### src/rtl/uart_comm.sv
// uart_comm: 8N1 UART command/response endpoint.
//   The receiver assembles three valid bytes into a 24-bit command, first byte
//   in the top byte. The transmitter sends one response byte per request.
//   The two directions run independently (full duplex).
// Ports:
//   clk, rst          clock, synchronous active-high reset
//   RX / TX           serial lines, idle high
//   cmd, cmd_rdy      assembled command and its pending flag
//   clr_cmd_rdy       consumer acknowledge
//   resp_data         response byte
//   send_resp         one-clock transmit request
//   resp_sent         one-clock done pulse
//   tx_busy           transmitter active
module uart_comm #(
  parameter logic [15:0] BAUD_DIV    = 16'd2604,
  parameter logic [19:0] GAP_TIMEOUT = 20'd65535
) (
  input  logic        clk,
  input  logic        rst,
  input  logic        RX,
  output logic        TX,
  output logic [23:0] cmd,
  output logic        cmd_rdy,
  input  logic        clr_cmd_rdy,
  input  logic [7:0]  resp_data,
  input  logic        send_resp,
  output logic        resp_sent,
  output logic        tx_busy
);
  typedef enum logic [1:0] {S_IDLE, S_START, S_DATA, S_STOP} state_t;

  localparam logic [15:0] HALF = BAUD_DIV >> 1;
  localparam logic [15:0] LAST = BAUD_DIV - 16'd1;

  // ---------------- receiver ----------------
  logic        r_rx_meta, r_rx_sync, r_rx_prev;
  state_t      r_rx_st, w_rx_st_nxt;
  logic [15:0] r_rx_cnt, w_rx_cnt_nxt;
  logic [2:0]  r_rx_bit, w_rx_bit_nxt;
  logic [7:0]  r_rx_shift, w_rx_shift_nxt;
  logic        w_rx_fall, w_rx_tick, w_byte_vld, w_frm_err;

  assign w_rx_fall = r_rx_prev & ~r_rx_sync;
  assign w_rx_tick = (r_rx_cnt == 16'd0);

  always_ff @(posedge clk) begin
    if (rst) begin
      r_rx_meta  <= 1'b1;
      r_rx_sync  <= 1'b1;
      r_rx_prev  <= 1'b1;
      r_rx_st    <= S_IDLE;
      r_rx_cnt   <= 16'd0;
      r_rx_bit   <= 3'd0;
      r_rx_shift <= 8'd0;
    end else begin
      r_rx_meta  <= RX;
      r_rx_sync  <= r_rx_meta;
      r_rx_prev  <= r_rx_sync;
      r_rx_st    <= w_rx_st_nxt;
      r_rx_cnt   <= w_rx_cnt_nxt;
      r_rx_bit   <= w_rx_bit_nxt;
      r_rx_shift <= w_rx_shift_nxt;
    end
  end

  // Counter runs down; every sample happens when it reaches zero, so the start
  // sample lands mid-bit and each later sample is one bit time after it.
  always_comb begin
    w_rx_st_nxt    = r_rx_st;
    w_rx_cnt_nxt   = r_rx_cnt;
    w_rx_bit_nxt   = r_rx_bit;
    w_rx_shift_nxt = r_rx_shift;
    case (r_rx_st)
      S_IDLE:
        if (w_rx_fall) begin
          w_rx_st_nxt  = S_START;
          w_rx_cnt_nxt = HALF;
        end
      S_START:
        if (!w_rx_tick) w_rx_cnt_nxt = r_rx_cnt - 16'd1;
        else if (r_rx_sync) w_rx_st_nxt = S_IDLE;  // glitch, not a start bit
        else begin
          w_rx_st_nxt  = S_DATA;
          w_rx_cnt_nxt = LAST;
          w_rx_bit_nxt = 3'd0;
        end
      S_DATA:
        if (!w_rx_tick) w_rx_cnt_nxt = r_rx_cnt - 16'd1;
        else begin
          w_rx_shift_nxt = {r_rx_sync, r_rx_shift[7:1]};
          w_rx_bit_nxt   = r_rx_bit + 3'd1;
          w_rx_cnt_nxt   = LAST;
          if (r_rx_bit == 3'd7) w_rx_st_nxt = S_STOP;
        end
      S_STOP:
        if (!w_rx_tick) w_rx_cnt_nxt = r_rx_cnt - 16'd1;
        else w_rx_st_nxt = S_IDLE;
      default: w_rx_st_nxt = S_IDLE;
    endcase
  end

  always_comb begin
    w_byte_vld = (r_rx_st == S_STOP) && w_rx_tick &&  r_rx_sync;
    w_frm_err  = (r_rx_st == S_STOP) && w_rx_tick && !r_rx_sync;
  end

  // ---------------- command assembler ----------------
  logic [1:0]  r_idx;
  logic [7:0]  r_b0, r_b1;
  logic [19:0] r_gap;
  logic [23:0] r_cmd;
  logic        r_cmd_rdy;
  logic        w_gap_exp, w_cmd_done;

  assign w_gap_exp  = (r_rx_st == S_IDLE) && (r_idx != 2'd0) && (r_gap == GAP_TIMEOUT);
  assign w_cmd_done = w_byte_vld && (r_idx == 2'd2);

  always_ff @(posedge clk) begin
    if (rst) begin
      r_idx     <= 2'd0;
      r_b0      <= 8'd0;
      r_b1      <= 8'd0;
      r_gap     <= 20'd0;
      r_cmd     <= 24'd0;
      r_cmd_rdy <= 1'b0;
    end else begin
      // Gap timer only runs while a partial command waits for its next byte.
      if ((r_rx_st != S_IDLE) || (r_idx == 2'd0) || w_gap_exp) r_gap <= 20'd0;
      else                                                      r_gap <= r_gap + 20'd1;

      if (w_frm_err) r_idx <= 2'd0;
      else if (w_byte_vld) begin
        case (r_idx)
          2'd0:    begin r_b0 <= r_rx_shift; r_idx <= 2'd1; end
          2'd1:    begin r_b1 <= r_rx_shift; r_idx <= 2'd2; end
          default: r_idx <= 2'd0;
        endcase
      end else if (w_gap_exp) r_idx <= 2'd0;

      // A new command is taken only if the old one is gone or being acked
      // this very cycle; otherwise it is dropped and cmd holds.
      if (w_cmd_done && (!r_cmd_rdy || clr_cmd_rdy)) begin
        r_cmd     <= {r_b0, r_b1, r_rx_shift};
        r_cmd_rdy <= 1'b1;
      end else if (clr_cmd_rdy) r_cmd_rdy <= 1'b0;
    end
  end

  assign cmd     = r_cmd;
  assign cmd_rdy = r_cmd_rdy;

  // ---------------- transmitter ----------------
  state_t      r_tx_st, w_tx_st_nxt;
  logic [15:0] r_tx_cnt, w_tx_cnt_nxt;
  logic [2:0]  r_tx_bit, w_tx_bit_nxt;
  logic [7:0]  r_tx_shift, w_tx_shift_nxt;
  logic        r_tx, w_tx_line, r_resp_sent, w_resp_sent_nxt, w_tx_tick;

  assign w_tx_tick = (r_tx_cnt == 16'd0);

  always_ff @(posedge clk) begin
    if (rst) begin
      r_tx_st     <= S_IDLE;
      r_tx_cnt    <= 16'd0;
      r_tx_bit    <= 3'd0;
      r_tx_shift  <= 8'd0;
      r_tx        <= 1'b1;
      r_resp_sent <= 1'b0;
    end else begin
      r_tx_st     <= w_tx_st_nxt;
      r_tx_cnt    <= w_tx_cnt_nxt;
      r_tx_bit    <= w_tx_bit_nxt;
      r_tx_shift  <= w_tx_shift_nxt;
      r_tx        <= w_tx_line;
      r_resp_sent <= w_resp_sent_nxt;
    end
  end

  // Requests are accepted only in IDLE and not in the resp_sent cycle.
  always_comb begin
    w_tx_st_nxt    = r_tx_st;
    w_tx_cnt_nxt   = r_tx_cnt;
    w_tx_bit_nxt   = r_tx_bit;
    w_tx_shift_nxt = r_tx_shift;
    case (r_tx_st)
      S_IDLE:
        if (send_resp && !r_resp_sent) begin
          w_tx_st_nxt    = S_START;
          w_tx_shift_nxt = resp_data;
          w_tx_cnt_nxt   = LAST;
        end
      S_START:
        if (!w_tx_tick) w_tx_cnt_nxt = r_tx_cnt - 16'd1;
        else begin
          w_tx_st_nxt  = S_DATA;
          w_tx_cnt_nxt = LAST;
          w_tx_bit_nxt = 3'd0;
        end
      S_DATA:
        if (!w_tx_tick) w_tx_cnt_nxt = r_tx_cnt - 16'd1;
        else begin
          w_tx_shift_nxt = {1'b1, r_tx_shift[7:1]};
          w_tx_bit_nxt   = r_tx_bit + 3'd1;
          w_tx_cnt_nxt   = LAST;
          if (r_tx_bit == 3'd7) w_tx_st_nxt = S_STOP;
        end
      S_STOP:
        if (!w_tx_tick) w_tx_cnt_nxt = r_tx_cnt - 16'd1;
        else w_tx_st_nxt = S_IDLE;
      default: w_tx_st_nxt = S_IDLE;
    endcase
  end

  // Line level is decoded from the next state so TX leaves a flop cleanly.
  always_comb begin
    w_resp_sent_nxt = (r_tx_st == S_STOP) && w_tx_tick;
    case (w_tx_st_nxt)
      S_START: w_tx_line = 1'b0;
      S_DATA:  w_tx_line = w_tx_shift_nxt[0];
      default: w_tx_line = 1'b1;
    endcase
  end

  assign TX        = r_tx;
  assign resp_sent = r_resp_sent;
  assign tx_busy   = (r_tx_st != S_IDLE);
endmodule

### config.mk
export PLATFORM = sky130hd
export DESIGN_NAME = uart_comm
export DESIGN_NICKNAME = d
export VERILOG_FILES = /design/src/rtl/uart_comm.sv
export SDC_FILE = /design/constraint.sdc
export NUM_CORES = 1
export LEC_CHECK = 0
export BUFFER_PORTS_ARGS = -buffer_cell sky130_fd_sc_hd__buf_2
export CAP_MARGIN = 20
export CORE_ASPECT_RATIO = 1.75
export CORE_MARGIN = 2
export CORE_UTILIZATION = 30
export CTS_CLUSTER_SIZE = 40
export DETAILED_ROUTE_END_ITERATION = 16
export SETUP_SLACK_MARGIN = 0.02
export SKIP_LAST_GASP = 1
export SYNTH_ARGS = -nofsm -noshare
export SYNTH_HDL_FRONTEND = slang
export SYNTH_SLANG_ARGS = --single-unit
### constraint.sdc
create_clock -name clk -period 4.83 [get_ports clk]
set_clock_uncertainty 0.1 [all_clocks]
set_input_delay 0.7245 -clock clk [delete_from_list [all_inputs] [get_ports clk]]
set_output_delay 0.7245 -clock clk [all_outputs]
set_load 0.03 [all_outputs]
# Word-level counts from Yosys, hierarchy flattened
# Index checks and enable logic that the tools add are counted.
# totals
out_inout_bits,28
wordCells,132
ff_bits,126
# op_classes
n_addsub,5
bitwise_logic,3
muxes,39
eq_ne,25
n_reduce_logical,40
# op_table
operator,count
$mux 16,8
$pmux 16 s4,1
$pmux 16 s3,1
$logic_not 16->1,2
$sub 16x1->16 const B,2
$mux 2,13
$ne 2x2->1 const B,11
$add 20x1->20 const B,1
$eq 20x16->1 const B,1
$mux 8,2
$pmux 2 s4,2
$pmux 8 s2,1
$reduce_bool 2->1,8
$mux 3,5
$reduce_and 3->1,5
$eq 2x2->1 const B,6
$pmux 3 s2,2
$logic_and 1x1->1,9
$eq 2x1->1 const B,4
$add 3x1->3 const B,2
$eq 3x3->1 const B,2
$logic_not 2->1,3
$reduce_or 2->1,3
$reduce_and 5->1,1
other kinds (10),17

# Logic depth before layout (Yosys ltp)
# depth
word_depth,6
mapped_depth,10
mapped_depth_nobuf,8

# Worst setup path before layout
# No wires, ideal clock.
# synth_timing
path_kind,register to register
start,register r_tx_cnt[0]
end,register r_tx_cnt[14]
arrival_time_ps,2159
setup_time_ps,65
t_required_ps,4665
path_stages_with_launch,10
slack_ps,2506
n_path_buf,1
cell_sequence,dfxtp_1 > inv_1 > ha_1 > or3b_2 > clkbuf_1 > or4_4 > or3_4 > nor4_2 > o22ai_1 > nor2_1
# synth_via
elab_chain_len,3
# synth_lines
element,line,text
start: declaration,154,"logic [15:0] r_tx_cnt, w_tx_cnt_nxt;"
start signal: assignment,171,r_tx_cnt <= w_tx_cnt_nxt;
$sub 16x1->16 or $logic_not 16->1 (tied branches),n/a,
$mux 16 (tied with other cells),208,if (!w_tx_tick) w_tx_cnt_nxt = r_tx_cnt - 16'd1;
$pmux 16 s3 or $reduce_and 2->1 (tied branches),n/a,
# Several ways; a longest one is shown, not always the timed one. The select of a mux whose other input is x is not followed.
# A chain may end at the register's enable or synchronous reset.

# Worst setup path after layout
# layout_timing
start,register r_rx_cnt[0]
end,register r_cmd[10] (netlist: cmd[10])
# layout_via
elab_chain_len,5
# layout_lines
element,line,text
start: declaration,38,"logic [15:0] r_rx_cnt, w_rx_cnt_nxt;"
start signal: assignment,60,r_rx_cnt <= w_rx_cnt_nxt;
$logic_not 16->1,44,assign w_rx_tick = (r_rx_cnt == 16'd0);
$logic_and 1x1->1 (2 in series),103,w_byte_vld = (r_rx_st == S_STOP) && w_rx_tick && r_rx_sync;
$logic_and 1x1->1,116,assign w_cmd_done = w_byte_vld && (r_idx == 2'd2);
$logic_and 1x1->1,142,if (w_cmd_done && (!r_cmd_rdy || clr_cmd_rdy)) begin
end signal: assignment,143,"r_cmd <= {r_b0, r_b1, r_rx_shift};"
end: declaration,111,logic [23:0] r_cmd;
# No other way between the ends.

==> run_results.csv <==
group,metric,value,unit
sta,final_hold_viol_count,0,
floorplanning,start_util,30.52,%
drt,first_pass_iters,4,
cells_and_area,layout_commonest_cell,"dfxtp_1",
cells_and_area,final_util,35.59,%
synthesis,synth_fp_nets,713,
clock_tree,post_cts_resized,0,
pwr,ir_worst_vdd,0.2397,mV
worst_setup_path,worst_setup_path_end_kind,"flop",
synthesis,synthAdderAreaFrac,3.989,%
cells_and_area,n_antenna_cell,0,
cells_and_area,fillers,1950,
floorplanning,io_pins,41,
synthesis,yosysSeqAreaShare,44.68,%
synthesis,ys_ff_latch,126,
drt,routed_wl,12.40,mm
drt,met2WireLength,6.634,mm
drt,m1WireLength,5.140,mm
placed_design,dp_hpwl,8.619,mm
grt,grt_pass1_vias,4417,
sta,post-route-period-util,62.07,%
synthesis,synth.avg_cell_area,8.278,sq um
cells_and_area,nets,739,
synthesis,muxShareOfSynthArea,2.571,%
floorplanning,rows,66,
drt,antenna_left,0,
floorplanning,die_h,185.5,um
floorplanning,coreArea,18500,sq um
drt,via_per_inst,4.925,
clock_tree,clockBufferDepth,2,
synthesis,ys_warn_count,0,
cells_and_area,area_delta_synth_final,16.62,%
synthesis,synth_xor_area_share,4.344,%
clock_tree,htree_levels,4,
sta,tns,0,ns
clock_tree,cts_hold_buffers,0,
worst_setup_path,startpoint_type,"flop",
sta,relSlewSlack,25.22,%
floorplanning,die_x,107.7,um
worst_setup_path,cp.arrival,3.17,ns
grt,grt_start_max_net_pins,65,
drt,drt_iter0_drc,232,
grt,grt_antenna_before_repair,0,
drt,route.met3.wl,398,um
run,cap_violations,0,
grt,grt_pass1_wl,20.89,mm
floorplanning,dieArea,19970,sq um
synthesis,synth_edf_count,0,
hold_path,hold_depth,2,
hold_path,worstHoldPathType,"flop to flop",
worst_setup_path,crit_path_max_fanout,24,
grt,grt-ovfl-total,0,
drt,top_layer_used,"met4",
sta,max_slew.worst_pin.slew,1.122,ns
synthesis,synth_compound_area_share,14.96,%
worst_setup_path,crit_required,5.00,ns
clock_tree,clk_latency,0.41,ns
synthesis,synth_top_family_by_area,"simple AND/OR/NAND/NOR gates",
drt,remaining_drc_errors,0,
drt,num_vias,4723,
synthesis,synth-main-ff-cell,"dfxtp_1",
cells_and_area,drive_above_1_share,12.90,%
sta,rsz0062_at_grt,"false",
pwr,leakage,0.002481,uW
clock_tree,numCtsBuffers,17,
sta,fmax,333.6,MHz
grt,grtUsageTotal,13.07,%
clock_tree,root_buffer,"clkbuf_16",
clock_tree,post_cts_buffers,0,
clock_tree,cts_tree,"done",
sta,period_minus_slack,2.998,ns
synthesis,async_reset_ff_share,0,%
clock_tree,numClockSinks,126,
worst_setup_path,worstRegToRegCells,7,
clock_tree,clkTransAtPathRegs,0.06,ns
status,status,"completed",
synthesis,synth_cell_types,57,
worst_setup_path,criticalPathCategory,"flop to flop",
synthesis,yosys.area_share.simple,25.62,%
placed_design,place.gp.congestion,0.7994,
sta,setup_viol,0,
placed_design,io_buffers,40,
pwr,power_density,464.4,nW/um^2
synthesis,syn_inst,682,
sta,maxSlewViolCount,0,
drt,post_drt_wl_per_cell,12.92,um
cells_and_area,mostFrequentLayoutCells,"126 x dfxtp_1, 115 x nand2_1, 89 x nor2_1",
synthesis,synthesis.area,5645,sq um
## state kept, by name (all words and copies together) (netlist names), 3 cells and up, named ones only
name and cells:
r_b0 8, r_tx_bit 3, r_b1 8, r_rx_bit 3, r_gap 20, r_rx_shift 8
r_tx_cnt 16, cmd 24, r_tx_shift 8, r_rx_cnt 16
## cell usage after synthesis (9+ instances only)
cell type / instances / area share (%)
a21oi_1: 72 / 6.4
a22oi_1: 9 / 1.2
clkbuf_1: 23 / 1.5
dfxtp_1: 126 / 45
ha_1: 18 / 4.0
inv_1: 15 / 1.0
mux2i_1: 12 / 2.1
nand2_1: 115 / 7.6
nand3_1: 12 / 1.1
nand4_1: 11 / 1.2
nor2_1: 89 / 5.9
nor3_1: 21 / 1.9
nor4_1: 12 / 1.3
o21ai_0: 24 / 2.1
xnor2_1: 18 / 2.8
xor2_1: 10 / 1.6
## report_power, final
group	leakage, uW	internal (uW)	switching (uW)
Sequential	0.00102	1100	62.9
Combinational	0.00118	227	393
Clock	0.000284	790	480
## path summary, 6_finish.rpt
path / from / to / slack, ns
setup reg to reg: r_rx_cnt[0] / cmd[10] / 1.83
hold / removal: cmd[16] / cmd[16] / 0.35
hold reg to reg: cmd[16] / cmd[16] / 0.35
setup / recovery: r_rx_cnt[0] / cmd[10] / 1.83
## routing by layer
layer | track usage, % | vias to the layer above
li1 | - | 2432
met1 | 14.13 | 2206
met2 | 23.97 | 69
met3 | 3.011 | 16
met4 | 5.590 | 0
met5 | 0 | -
## cell families after synthesis
family / after synthesis
xor gates and xnor gates: 28
muxes: 14
and+or+nand+nor: 306
adders and majority gates: 18
AOI/OAI and AO/OA: 140
buffers and inverters: 50
DFF: 126
## worst max-delay path, cell delays in order, from the launching register on
cell and delay [ns]:
dfxtp_1 0.33, inv_1 0.09, ha_1 0.17, nor4b_1 0.59, and4_1 0.47, nand3_1 0.73, nand2_1 0.28, a21oi_1 0.09
## final cells by class
class	instances	area (sq um)	area share, %
Multi-Input combinational cell	506	2907	44.15
Sequential cell	126	2522	38.31
Clock buffer	20	456.7	6.937
Tap cell	238	297.8	4.523
Timing Repair Buffer	41	207.7	3.155
Clock inverter	12	132.6	2.014
Inverter	16	60.06	0.9122
## metrics by stage
step	setup WS [ns]	area, sq um	hold slack (ns)	power [uW]	std cells
final	1.832	6584	0.3460	3057	959
after global routing	1.508	6584	0.3616	3227	959
after CTS	1.804	6584	0.3478	3092	959
after detailed placement	1.823	5995	0.3367	1808	927
after global placement	1.895	5995	0.3359	1803	927
after floorplan	2.506	5645	0.2895	1692	682
Power figures use the tool's default switching activity.
